--- src/rtl/alu_pkg.sv ---
// Shared ALU definitions: opcode encoding, one-hot result-mux selects, issuer state encoding.
package alu_pkg;

    localparam int unsigned OP_W     = 4;
    localparam int unsigned SEL_BITS = 12;

    // Binary opcodes carried on cmd_op
    localparam logic [OP_W-1:0] OP_AND     = 4'd0;
    localparam logic [OP_W-1:0] OP_OR      = 4'd1;
    localparam logic [OP_W-1:0] OP_NOT     = 4'd2;
    localparam logic [OP_W-1:0] OP_XOR     = 4'd3;
    localparam logic [OP_W-1:0] OP_NAND    = 4'd4;
    localparam logic [OP_W-1:0] OP_NOR     = 4'd5;
    localparam logic [OP_W-1:0] OP_XNOR    = 4'd6;
    localparam logic [OP_W-1:0] OP_ADD     = 4'd7;
    localparam logic [OP_W-1:0] OP_SUB     = 4'd8;
    localparam logic [OP_W-1:0] OP_SHRIGHT = 4'd9;
    localparam logic [OP_W-1:0] OP_SHLEFT  = 4'd10;
    localparam logic [OP_W-1:0] OP_CLEAR   = 4'd11;

    // One-hot selects for the ALU result mux (shared with the mux itself)
    localparam logic [SEL_BITS-1:0] SEL_AND     = 12'h001;
    localparam logic [SEL_BITS-1:0] SEL_OR      = 12'h002;
    localparam logic [SEL_BITS-1:0] SEL_NOT     = 12'h004;
    localparam logic [SEL_BITS-1:0] SEL_XOR     = 12'h008;
    localparam logic [SEL_BITS-1:0] SEL_NAND    = 12'h010;
    localparam logic [SEL_BITS-1:0] SEL_NOR     = 12'h020;
    localparam logic [SEL_BITS-1:0] SEL_XNOR    = 12'h040;
    localparam logic [SEL_BITS-1:0] SEL_ADD     = 12'h080;
    localparam logic [SEL_BITS-1:0] SEL_SUB     = 12'h100;
    localparam logic [SEL_BITS-1:0] SEL_SHRIGHT = 12'h200;
    localparam logic [SEL_BITS-1:0] SEL_SHLEFT  = 12'h400;
    localparam logic [SEL_BITS-1:0] SEL_CLEAR   = 12'h800;

    typedef enum logic [1:0] {
        IDLE  = 2'd0,
        ISSUE = 2'd1,
        RESP  = 2'd2
    } state_t;

endpackage

--- src/rtl/alu_op_decode.sv ---
// Combinational opcode decoder: binary opcode -> one-hot ALU mux select plus legal flag.
// Ports:
//   op      : binary opcode
//   sel_c   : one-hot select, all-zero for illegal opcodes
//   legal_c : opcode is in the defined map
module alu_op_decode
    import alu_pkg::*;
(
    input  logic [OP_W-1:0]     op,
    output logic [SEL_BITS-1:0] sel_c,
    output logic                legal_c
);

    always_comb begin
        sel_c   = '0;
        legal_c = 1'b1;
        case (op)
            OP_AND:     sel_c = SEL_AND;
            OP_OR:      sel_c = SEL_OR;
            OP_NOT:     sel_c = SEL_NOT;
            OP_XOR:     sel_c = SEL_XOR;
            OP_NAND:    sel_c = SEL_NAND;
            OP_NOR:     sel_c = SEL_NOR;
            OP_XNOR:    sel_c = SEL_XNOR;
            OP_ADD:     sel_c = SEL_ADD;
            OP_SUB:     sel_c = SEL_SUB;
            OP_SHRIGHT: sel_c = SEL_SHRIGHT;
            OP_SHLEFT:  sel_c = SEL_SHLEFT;
            OP_CLEAR:   sel_c = SEL_CLEAR;
            default:    legal_c = 1'b0;
        endcase
    end

endmodule

--- src/rtl/alu_op_issuer.sv ---
// ALU front end: accepts opcode commands, drives operands and one-hot select to the
// ALU, captures the muxed result after SETTLE cycles and returns it with flags.
// Keeps an accumulator that can replace operand A for chained operations.
// Ports:
//   clk, reset_n                       : clock, async active-low reset
//   cmd_valid/cmd_ready                : command handshake
//   cmd_op, cmd_a, cmd_b, cmd_use_acc  : command payload
//   alu_a, alu_b, alu_sel              : registered operands and select to the ALU
//   alu_res                            : muxed ALU result
//   rsp_valid/rsp_ready                : response handshake
//   rsp_data, rsp_zero, rsp_err        : response payload
//   acc                                : accumulator
module alu_op_issuer #(
    parameter int unsigned WIDTH  = 16,
    parameter int unsigned SEL_W  = 12,
    parameter int unsigned SETTLE = 1
) (
    input  logic             clk,
    input  logic             reset_n,
    input  logic             cmd_valid,
    output logic             cmd_ready,
    input  logic [3:0]       cmd_op,
    input  logic [WIDTH-1:0] cmd_a,
    input  logic [WIDTH-1:0] cmd_b,
    input  logic             cmd_use_acc,
    output logic [WIDTH-1:0] alu_a,
    output logic [WIDTH-1:0] alu_b,
    output logic [SEL_W-1:0] alu_sel,
    input  logic [WIDTH-1:0] alu_res,
    output logic             rsp_valid,
    input  logic             rsp_ready,
    output logic [WIDTH-1:0] rsp_data,
    output logic             rsp_zero,
    output logic             rsp_err,
    output logic [WIDTH-1:0] acc
);

    import alu_pkg::*;

    localparam int unsigned CNT_W = (SETTLE > 1) ? $clog2(SETTLE) : 1;

    state_t             state, state_n;
    logic [CNT_W-1:0]   cnt, cnt_n;
    logic [WIDTH-1:0]   alu_a_n, alu_b_n, rsp_data_n, acc_n;
    logic [SEL_W-1:0]   alu_sel_n;
    logic               rsp_zero_n, rsp_err_n;
    logic [WIDTH-1:0]   result_c;
    logic [SEL_BITS-1:0] dec_sel_c;
    logic               dec_legal_c;

    alu_op_decode u_decode (
        .op      (cmd_op),
        .sel_c   (dec_sel_c),
        .legal_c (dec_legal_c)
    );

    // CLEAR yields zero independent of whatever the mux presents
    assign result_c = (alu_sel == SEL_W'(SEL_CLEAR)) ? '0 : alu_res;

    // Next-state and next-output decode
    always_comb begin
        state_n    = state;
        cnt_n      = cnt;
        alu_a_n    = alu_a;
        alu_b_n    = alu_b;
        alu_sel_n  = alu_sel;
        rsp_data_n = rsp_data;
        rsp_zero_n = rsp_zero;
        rsp_err_n  = rsp_err;
        acc_n      = acc;
        case (state)
            IDLE: begin
                if (cmd_valid) begin
                    if (dec_legal_c) begin
                        alu_a_n   = cmd_use_acc ? acc : cmd_a;
                        alu_b_n   = cmd_b;
                        alu_sel_n = SEL_W'(dec_sel_c);
                        cnt_n     = CNT_W'(SETTLE - 1);
                        state_n   = ISSUE;
                    end else begin
                        // Illegal opcode bypasses the ALU entirely
                        rsp_data_n = '0;
                        rsp_err_n  = 1'b1;
                        rsp_zero_n = 1'b1;
                        state_n    = RESP;
                    end
                end
            end
            ISSUE: begin
                if (cnt == '0) begin
                    rsp_data_n = result_c;
                    acc_n      = result_c;
                    rsp_err_n  = 1'b0;
                    rsp_zero_n = (result_c == '0);
                    alu_sel_n  = '0;
                    state_n    = RESP;
                end else begin
                    cnt_n = cnt - CNT_W'(1);
                end
            end
            RESP: begin
                if (rsp_ready) begin
                    state_n = IDLE;
                end
            end
            default: state_n = IDLE;
        endcase
    end

    // State and output registers; handshake outputs track the next state
    always_ff @(posedge clk or negedge reset_n) begin
        if (!reset_n) begin
            state     <= IDLE;
            cnt       <= '0;
            alu_a     <= '0;
            alu_b     <= '0;
            alu_sel   <= '0;
            rsp_data  <= '0;
            rsp_zero  <= 1'b0;
            rsp_err   <= 1'b0;
            acc       <= '0;
            cmd_ready <= 1'b1;
            rsp_valid <= 1'b0;
        end else begin
            state     <= state_n;
            cnt       <= cnt_n;
            alu_a     <= alu_a_n;
            alu_b     <= alu_b_n;
            alu_sel   <= alu_sel_n;
            rsp_data  <= rsp_data_n;
            rsp_zero  <= rsp_zero_n;
            rsp_err   <= rsp_err_n;
            acc       <= acc_n;
            cmd_ready <= (state_n == IDLE);
            rsp_valid <= (state_n == RESP);
        end
    end

endmodule

--- config.mk ---
export PLATFORM = sky130hd
export DESIGN_NAME = alu_op_issuer
export DESIGN_NICKNAME = d
export VERILOG_FILES = /design/src/rtl/alu_pkg.sv /design/src/rtl/alu_op_decode.sv /design/src/rtl/alu_op_issuer.sv
export SDC_FILE = /design/constraint.sdc
export NUM_CORES = 1
export LEC_CHECK = 0
export ABC_AREA = 1
export CAP_MARGIN = 0
export CORE_AREA = 5 5 86 108
export CTS_BUF_LIST = sky130_fd_sc_hd__clkbuf_8 sky130_fd_sc_hd__clkbuf_16
export CTS_CLUSTER_SIZE = 14
export DETAILED_ROUTE_END_ITERATION = 8
export DIE_AREA = 0 0 91 113
export PLACE_DENSITY = 0.78
export SETUP_SLACK_MARGIN = 0.4
export SYNTH_ARGS = -nofsm -noshare
export SYNTH_HDL_FRONTEND = slang
export SYNTH_SLANG_ARGS = --single-unit
--- constraint.sdc ---
create_clock -name clk -period 1.9 [get_ports clk]
set_input_delay 0.285 -clock clk [delete_from_list [all_inputs] [get_ports clk]]
set_output_delay 0.285 -clock clk [all_outputs]
set_load 0.1 [all_outputs]
==> results of run 1 <==
## worst reg2reg max path: cells and delay by family (launching register included)
kind            cells  cell delay, ns
flops               1            0.50
simple gates        7            0.70
compound gates      2            0.20
## per-layer routing
layer,share of wire (%),vias to the layer above,track usage [%],routed length [microns]
met5,0,-,0,0
met4,1.4,0,5.97,137
met3,5.7,8,4.32,540
met2,51,92,29.4,4800
met1,42,1400,23.9,4000
li1,-,1522,-,-
## cell type report
class	instances	area (sq um)
fill	690	3080
timing repair buffer	153	1330
clock buffer	10	138
tap	97	121
inverter	26	97.6
multi-input combinational	257	1210
sequential	82	2080
clock inverter	6	58.8
## stage by stage
step | hold slack [ns] | TNS [ns] | cell area [sq um] | std cells
6_report | 0.352 | 0 | 5020 | 631
5_1_grt | 0.355 | 0 | 5020 | 631
4_1_cts | 0.336 | 0 | 4920 | 626
3_5_place_dp | 0.176 | -0.0698 | 4690 | 607
3_3_place_gp | 0.176 | 0 | 4690 | 607
2_1_floorplan | -0.0106 | 0 | 3420 | 383
## logic make-up (layout without fill, tap and decap cells)
| family | Yosys count | count (layout) |
|---|---|---|
| and+or+nand+nor | 188 | 189 |
| DFF | 82 | 82 |
| AOI/OAI and AO/OA | 68 | 68 |
| buffers and inverters | 45 | 195 |
## path summary, 6_finish.rpt
path / endpoint / start / depth (start not counted) / slack (ns)
min: rsp_data[13]$_DFFE_PN0P_ / reset_n / 2 / 0.35
max: rsp_zero$_DFFE_PN0P_ / alu_sel[2]$_DFFE_PN0P_ / 9 / 0.43
min in group clk: alu_b[10]$_DFFE_PN0P_ / cmd_b[10] / 3 / 0.47
min reg2reg: alu_b[12]$_DFFE_PN0P_ / alu_b[12]$_DFFE_PN0P_ / 2 / 0.48
max in group asynchronous: alu_sel[2]$_DFFE_PN0P_ / reset_n / 3 / 0.97
max reg2reg: rsp_zero$_DFFE_PN0P_ / alu_sel[2]$_DFFE_PN0P_ / 9 / 0.43
## registers in the layout (all words and copies together) (netlist names)
signal,count
rsp_valid,1
acc,16
alu_b,16
rsp_data,16
alu_sel,12
rsp_zero,1
cmd_ready,1
state,2
rsp_err,1
alu_a,16
## repair_timing
item,CTS,global route
pin swaps,0,5
hold endpoints to repair,17,0
endpoints found under the setup margin,36,41
setup buffers,2,4
hold buffers,1,0
gates resized for setup,4,24
cloned,0,1
## layout by cell type, fill, tap and decap left out
| cell type | count |
|---|---|
| nand2_1 | 130 |
| buf_4 | 94 |
| dfrtp_1 | 69 |
| clkdlybuf4s50_1 | 55 |
| o21ai_0 | 50 |
| nand3_1 | 34 |
| inv_1 | 27 |
| o21ai_1 | 10 |
| clkbuf_8 | 10 |
| nor2_1 | 9 |
| dfrtp_2 | 9 |
| nor2_4 | 6 |
| nand2_4 | 3 |
| nor3_1 | 3 |
| o31ai_1 | 3 |
| o21ai_2 | 3 |
| dfrtp_4 | 3 |
| buf_12 | 3 |
| nor2_2 | 2 |
| nand2_2 | 2 |
| a21oi_4 | 1 |
| inv_2 | 1 |
| a21oi_2 | 1 |
| clkinv_4 | 1 |
| bufinv_16 | 1 |
| clkinv_2 | 1 |
| clkinvlp_4 | 1 |
| dfstp_2 | 1 |
| dlygate4sd3_1 | 1 |
==> results.py, run 1 <==
metrics = {
    "critical_path": {
        "cp_data_required_time_ns": 2.17,
        "crit_chain": "nor2_4 -> nand2_2 -> nor2_4 -> nand2_4 -> o21ai_0 -> nand2_1 -> nor2_2 -> nand2_1 -> a21oi_2",
        "timing.critical_path.max_delay_family": "simple AND/OR/NAND/NOR gates",
        "crit_path_end_kind": "register",
        "crit_path_max_incr_delay_ns": 0.50,
        "crit_type": "reg -> reg",
        "buffer_and_inverter_count_on_the_worst_path": 0,
        "critical_path.startpoint_type": "register",
        "worst-path-max-fanout": 7,
        "data_arrival_time_of_the_worst_path_ns": 1.73,
        "critical_path_top_delay_cell": "dfrtp_4",
    },
    "sta": {
        "worst_clock_skew_ns": 0.0108,
        "rsz0062_at_grt": "yes",
        "final_min_period_over_clock_period_pct": 77.3,
        "post-route-min-period_ns": 1.47,
        "timing.max_slew.rel_slack_pct": 70.6,
        "pins_over_slew_limit": 0,
        "f_max_mhz": 681,
        "worst_slew_pin_slew_ns": 0.438,
        "setup_violations": 0,
        "timing.final.hold_violations": 0,
        "layout_setup_ws_ns": 0.431,
    },
    "drt": {
        "vias": 3022,
        "ant_nets": 0,
        "via_per_inst": 4.79,
        "drcViolationCount": 0,
        "detail_route.iter0.violations": 202,
        "drt-pass1-iter-count": 4,
        "average_wire_per_standard_cell_microns": 15.0,
        "routed_wl_microns": 9480,
    },
    "floorplan": {
        "num_rows": 37,
        "core_region_area_sq_um": 8100,
        "dieHeight_microns": 113,
        "io_pins": 137,
        "initial_utilization_pct": 41.8,
        "floorplan.die.width_microns": 91,
        "die_area_sq_um": 10300,
    },
    "global_routing": {
        "first_global_vias": 2967,
        "grt_pass1_wl_microns": 15100,
        "grt_remaining_overflow": 0,
        "antenna_found_initial": 0,
        "grt_start_max_net_pins": 46,
        "globalRouteTotalUtil_pct": 18.1,
    },
    "run_status": {
        "status": "completed",
    },
    "clocking": {
        "h_tree_depth": 3,
        "clk-insertion-delay-late_ns": 0.34,
        "cts_root_buffer": "clkbuf_8",
        "clockBufferDepth": 2,
        "cts-buffers-inserted": 9,
        "worst_setup_hold_path_clk_slew_ns": 0.08,
        "cts_num_sinks": 82,
        "cts_tree": "done",
    },
    "yosys": {
        "post_synth.cell_area_avg_sq_um": 8.84,
        "post_synth_inst_count": 383,
        "yosys_warnings": 0,
        "post_synth_fa_ha_maj_area_fraction_pct": 0,
        "synth_largest_type_area_fraction_pct": 59.9,
        "async_flop_share_pct": 100,
        "synthXorXnorAreaFrac_pct": 0,
        "yosys_register_bits": 82,
        "synth_compound_area_share_pct": 10.6,
        "netlist_cell_types": 19,
        "synth.cell_area_sq_um": 3390,
        "synth-seq-area-share_pct": 60.6,
        "post_synth_and_or_nand_nor_area_fraction_pct": 22.4,
        "synth_top_family_by_area": "simple AND/OR/NAND/NOR gates",
        "postSynth.topFlopCell": "dfrtp_1",
        "synthesis.nets": 440,
        "post-synth-top-count-cell": "nand2_1",
        "synth_top_cells_by_count": "nand2_1, dfrtp_1, o21ai_0",
        "yosys-top-cells-area": "dfrtp_1, nand2_1, o21ai_0",
        "share_of_cell_area_taken_by_muxes_after_synthesis_pct": 0,
        "synth_area_leader_cell": "dfrtp_1",
        "number_of_flops_mapped_to_enable_cells_by_yosys": 0,
    },
    "placed_design": {
        "dp_worst_setup_slack_ns": -0.0562,
        "number_of_buffer_cells_added_on_primary_ports": 136,
        "gp_congestion": 0.864,
        "post-dp-hpwl_microns": 7070,
    },
    "cells_and_area": {
        "postLayoutCoreUtil_pct": 62.0,
        "synthToLayoutAreaGrowth_pct": 48.4,
        "fin_nets": 586,
        "drive_gt1_share_pct": 26.8,
        "diodes": 0,
    },
    "job": {
        "cap_violations": 0,
    },
    "worst_hold_path": {
        "timing.hold.worst.class": "in -> async",
    },
}
Power of run 1 is left out: the tool's default activity adds up to more than one toggle a clock period on the data nets, which glitch-free logic cannot reach.
==> inputs of run 2 (changes only) <==
- CORE_AREA: 5 5 86 108 -> 5 5 90 113
- DIE_AREA: 0 0 91 113 -> 0 0 95 118
- PLACE_DENSITY: 0.78 -> 0.75
- clock period: 1.9 -> 1.3 ns (I/O delays scaled with it)
==> run 2 against run 1 <==
Compared with the run above: the run now ends with negative hold slack, negative setup slack left; wire length up 110%; first-iteration DRC count up 130%; maximum frequency down 22%; non-clock buffer count up 90; global-route usage up 13 points; critical path type unchanged; highest routed layer unchanged.
==> results.py, run 2 (synthesized netlist as in run 1, its figures left out) <==
metrics = {
    "clocking": {
        "h_tree_depth": 3,
        "clockBufferDepth": 2,
        "cts_num_sinks": 82,
        "cts-buffers-inserted": 9,
        "clk-insertion-delay-late_ns": 0.36,
        "worst_setup_hold_path_clk_slew_ns": 0.06,
        "cts_root_buffer": "clkbuf_16",
        "cts_tree": "done",
    },
    "run_status": {
        "status": "finished, violations left",
        "violations": "negative hold slack, negative setup slack",
    },
    "critical_path": {
        "timing.critical_path.max_delay_family": "simple AND/OR/NAND/NOR gates",
        "crit_path_end_kind": "register",
        "crit_type": "reg -> reg",
        "reg2reg_slack_ns": -0.58,
        "crit_chain": "nor2_2 -> nand2_1 -> nor2_2 -> nand2_2 -> buf_8 -> o21ai_2 -> nand2_1 -> nor2_2 -> nand2_1 -> a21oi_2",
        "worst_r2r_path_depth": 10,
        "data_arrival_time_of_the_worst_path_ns": 2.17,
        "critical_path_start": "alu_sel[4]$_DFFE_PN0P_",
        "critical_path.startpoint_type": "register",
        "buffer_and_inverter_count_on_the_worst_path": 1,
        "cp_data_required_time_ns": 1.58,
        "crit_path_max_incr_delay_ns": 0.43,
        "critical_path_top_delay_cell": "dfrtp_2",
        "timing.rr.end": "rsp_zero$_DFFE_PN0P_",
        "worst-path-max-fanout": 8,
        "critical_path.reg2reg.startpoint": "alu_sel[4]$_DFFE_PN0P_",
    },
    "drt": {
        "via_per_inst": 5.81,
        "detail_route.iter0.violations": 460,
        "routed_wl_microns": 19900,
        "ant_nets": 0,
        "vias": 4348,
        "average_wire_per_standard_cell_microns": 26.6,
        "drt-pass1-iter-count": 5,
        "drcViolationCount": 0,
    },
    "floorplan": {
        "core_region_area_sq_um": 8980,
        "die_area_sq_um": 11200,
        "floorplan.die.width_microns": 95,
        "dieHeight_microns": 118,
        "initial_utilization_pct": 37.7,
        "num_rows": 39,
        "io_pins": 137,
    },
    "cells_and_area": {
        "multi_input_area_sq_um": 1670,
        "diodes": 0,
        "seqCellArea_sq_um": 2150,
        "fin_nets": 677,
        "num-fill-cells": 323,
        "final_cell_mix": "buf_12, nand2_1, dfrtp_2",
        "final_common_cell": "buf_12",
        "drive_gt1_share_pct": 62.1,
        "synthToLayoutAreaGrowth_pct": 134,
    },
    "job": {
        "cap_violations": 0,
    },
    "sta": {
        "worst_clock_skew_ns": 0.00952,
        "pins_over_slew_limit": 0,
        "setup_violations": 86,
        "worst_slew_pin_slew_ns": 0.489,
        "hold_ws_ns": -0.260,
        "timing.final.hold_violations": 22,
        "layout_setup_ws_ns": -0.584,
        "timing.max_slew.rel_slack_pct": 67.1,
        "fin_tns_setup_ns": -22.26,
        "f_max_mhz": 531,
        "post-route-min-period_ns": 1.88,
        "rsz0062_at_grt": "yes",
        "final_min_period_over_clock_period_pct": 145,
    },
    "global_routing": {
        "grt_remaining_overflow": 0,
        "grt_pass1_wl_microns": 26100,
        "grt_start_max_net_pins": 42,
        "antenna_found_initial": 0,
        "first_global_vias": 4377,
        "globalRouteTotalUtil_pct": 31.5,
    },
    "worst_hold_path": {
        "timing.hold.worst.class": "in -> async",
    },
    "placed_design": {
        "post-dp-hpwl_microns": 8410,
        "number_of_buffer_cells_added_on_primary_ports": 136,
        "gp_congestion": 0.868,
    },
}
==> run 2: cell count changes in the layout (fill, tap and decap cells not counted), moves of 17 or more <==
| cell | delta |
|---|---|
| dfrtp_1 | -57 |
| nand2_2 | +35 |
| nand3_1 | -29 |
| dfrtp_2 | +57 |
| o21ai_2 | +17 |
| nand3_2 | +23 |
| buf_4 | -41 |
| o21ai_0 | -33 |
| buf_6 | +26 |
| buf_12 | +87 |
| nand2_1 | -44 |
==> run 2: stage by stage <==
stage	instance area, sq um	utilization (%)	hold slack (ns)	std cells	setup WS [ns]
after floorplan	3560	-	-0.101	383	-0.260
after global placement	6030	67.2	0.117	654	-0.250
after detailed placement	6030	67.2	0.124	654	-0.271
after CTS	7530	83.9	-0.233	726	-0.254
after global routing	7940	88.4	-0.232	748	-0.601
final	7940	88.4	-0.260	748	-0.584
==> run 2: area by class of cell <==
class / count / area share, %
inverter: 26 / 1.53
timing repair inverter: 1 / 0.205
clock inverter: 7 / 1.01
timing repair buffer: 243 / 44.4
multi-input combinational: 257 / 21.0
tap: 123 / 1.94
sequential: 82 / 27.1
clock buffer: 9 / 2.84
==> run 2: routing by layer <==
metal | vias up | part of all wire, % | global-route usage, % | wire, microns
met2 | 362 | 51 | 54.1 | 10100
met3 | 125 | 8.1 | 6.97 | 1620
met1 | 2135 | 33 | 34.7 | 6510
met5 | - | 0 | 0 | 0
li1 | 1726 | - | - | -
met4 | 0 | 8.4 | 18.3 | 1670
==> run 2: repair_timing <==
| item | in CTS | in global routing |
|---|---|---|
| gates cloned | 17 | 1 |
| endpoints found under the hold margin | 22 | 22 |
| setup endpoints to repair | 162 | 162 |
| resized for setup | 154 | 63 |
| setup buffers | 39 | 21 |
| pin swaps | 33 | 10 |
==> run 2: how the worst max path moves through the flow <==
stage,endpoint,depth (start not counted)
global placement,rsp_zero$_DFFE_PN0P_,10
finish,rsp_zero$_DFFE_PN0P_,10
detailed placement,rsp_zero$_DFFE_PN0P_,10
CTS,rsp_zero$_DFFE_PN0P_,10
floorplan,acc[10]$_DFFE_PN0P_,8
global route,rsp_zero$_DFFE_PN0P_,10
Power of run 2 is left out for the same reason.
==> inputs of run 3 (changes only) <==
- CAP_MARGIN: 0 -> not set
- CORE_AREA: 5 5 90 113 -> 5 5 86 108
- DIE_AREA: 0 0 95 118 -> 0 0 91 113
- GPL_TIMING_DRIVEN: not set -> 0
- PLACE_DENSITY: 0.75 -> 0.78
- clock period: 1.3 -> 1.9 ns (I/O delays scaled with it)
==> run 3 against run 2 <==
Compared with the run above: the run now ends clean; critical path depth unchanged; count of clock-buffer cells in the layout did not move; clock skew grew 0.0062 ns; final cell count decreased by 14%; sequential cell count did not move; global-route usage decreased by 12 points; critical path type unchanged; maximum frequency rose by 23%; die area decreased by 8.3%.
==> results.py, run 3 (synthesized netlist as in run 1, its figures left out) <==
metrics = {
    "run_status": {
        "status": "completed",
    },
    "critical_path": {
        "cp_data_required_time_ns": 2.16,
        "worst-path-max-fanout": 5,
        "critical_path_top_delay_cell": "dfrtp_4",
        "crit_path_end_kind": "register",
        "crit_path_most_repeated_cell": "nor2_2",
        "data_arrival_time_of_the_worst_path_ns": 1.80,
        "crit_chain": "nor2_2 -> nand2_2 -> nor2_2 -> nand2_2 -> buf_12 -> o21ai_2 -> nand2_1 -> nor2_2 -> nand2_1 -> a21oi_1",
        "critical_path.startpoint_type": "register",
        "crit_path_max_incr_delay_ns": 0.49,
        "crit_type": "reg -> reg",
    },
    "job": {
        "cap_violations": 0,
    },
    "clocking": {
        "clockBufferDepth": 2,
        "worst_setup_hold_path_clk_slew_ns": 0.09,
        "cts_tree": "done",
        "clk-insertion-delay-late_ns": 0.34,
        "cts-buffers-inserted": 9,
        "cts_num_sinks": 82,
        "cts_root_buffer": "clkbuf_8",
        "h_tree_depth": 3,
    },
    "cells_and_area": {
        "final_common_cell": "nand2_1",
        "drive_gt1_share_pct": 30.6,
        "diodes": 0,
        "final-instance-count-excl-fill": 643,
        "synthToLayoutAreaGrowth_pct": 46.4,
        "final_cell_mix": "nand2_1, buf_2, dfrtp_1",
        "fin_nets": 598,
    },
    "drt": {
        "wl_met1_microns": 4230,
        "drcViolationCount": 0,
        "routed_wl_microns": 10400,
        "via_per_inst": 5.01,
        "wl_met3_microns": 534,
        "met2RoutedLength_microns": 5270,
        "ant_nets": 0,
        "top_layer_used": "met4",
        "average_wire_per_standard_cell_microns": 16.2,
        "detail_route.iter0.violations": 201,
        "drt-pass1-iter-count": 4,
        "vias": 3220,
    },
    "floorplan": {
        "initial_utilization_pct": 41.8,
        "core_region_area_sq_um": 8100,
        "die_area_sq_um": 10300,
        "num_rows": 37,
        "floorplan.die.width_microns": 91,
        "dieHeight_microns": 113,
        "io_pins": 137,
    },
    "sta": {
        "timing.max_slew.rel_slack_pct": 65.1,
        "hold_ws_ns": 0.456,
        "rsz0062_at_grt": "yes",
        "setup_violations": 0,
        "timing.final.hold_violations": 0,
        "pins_over_slew_limit": 0,
        "worst_clock_skew_ns": 0.0157,
        "worst_slew_pin_slew_ns": 0.524,
        "post-route-min-period_ns": 1.53,
        "final_min_period_over_clock_period_pct": 80.8,
        "f_max_mhz": 652,
    },
    "global_routing": {
        "grt_start_max_net_pins": 43,
        "globalRouteTotalUtil_pct": 19.7,
        "grt_pass1_wl_microns": 16200,
        "antenna_found_initial": 0,
        "grt_remaining_overflow": 0,
        "first_global_vias": 3119,
    },
    "worst_hold_path": {
        "timing.hold.worst.class": "in -> async",
    },
    "placed_design": {
        "number_of_buffer_cells_added_on_primary_ports": 136,
        "post-dp-hpwl_microns": 7720,
        "place_inst": 617,
        "gp_congestion": 0.871,
    },
}
run 3: cell types whose count changed in the layout (fill, tap and decap cells not counted), moves of 11 or more:
cell / previous run / this run
dfrtp_2: 66 / 9
buf_6: 26 / 4
dfrtp_1: 12 / 69
buf_12: 90 / 2
buf_16: 15 / 0
nand2_1: 86 / 131
o21ai_0: 17 / 45
nand2_2: 37 / 3
o21ai_2: 20 / 8
buf_2: 0 / 81
nand2_4: 11 / 0
buf_4: 53 / 12
o21ai_1: 25 / 10
nand3_1: 5 / 19
run 3: through the flow:
step | setup WS [ns] | util [%] | TNS, ns | cell area [sq um]
after floorplan | 0.340 | - | 0 | 3420
after global routing | 0.268 | 61.2 | 0 | 4960
after global placement | -2.79 | 60.5 | -187.46 | 4900
after detailed placement | -0.0335 | 60.7 | -0.0335 | 4920
final | 0.365 | 61.2 | 0 | 4960
after CTS | 0.303 | 59.0 | 0 | 4780
run 3: path summary, 6_finish.rpt:
check	startpoint	endpoint	slack, ns	cells after the start
min in group clk	alu_b[10]$_DFFE_PN0P_	alu_b[10]$_DFFE_PN0P_	0.47	2
setup / recovery	alu_sel[1]$_DFFE_PN0P_	rsp_zero$_DFFE_PN0P_	0.37	10
max in group asynchronous	reset_n	cmd_ready$_DFF_PN1_	0.78	3
hold reg to reg	alu_b[10]$_DFFE_PN0P_	alu_b[10]$_DFFE_PN0P_	0.47	2
setup reg to reg	alu_sel[1]$_DFFE_PN0P_	rsp_zero$_DFFE_PN0P_	0.37	10
hold / removal	reset_n	acc[10]$_DFFE_PN0P_	0.46	2
run 3: area by class of cell:
type,instances,area (sq um)
multi-input combinational,256,1270
tap,97,121
sequential,82,2080
clock buffer,9,124
timing repair buffer,147,1090
clock inverter,7,38.8
fill,722,3140
inverter,26,100
buffer,19,143
run 3: routing by layer:
layer / up-vias / track usage (%)
met3: 23 / 3.92
met1: 1539 / 24.8
met5: - / 0
met2: 106 / 31.8
met4: 0 / 10.6
li1: 1552 / -
run 3: what timing repair did:
item	CTS	global route
gates resized for setup	414	43
hold buffers	1	0
endpoints found under the hold margin	40	0
setup buffers	5	3
pin swaps	7	9
gates cloned	0	1
setup endpoints to repair	140	45
run 3: critical path, delay by kind of cell (launching register included):
kind | cells | cell delay (ns)
compound gates | 2 | 0.15
simple gates | 7 | 0.65
buf+inv | 1 | 0.15
flops | 1 | 0.49
Power of run 3 is left out for the same reason.
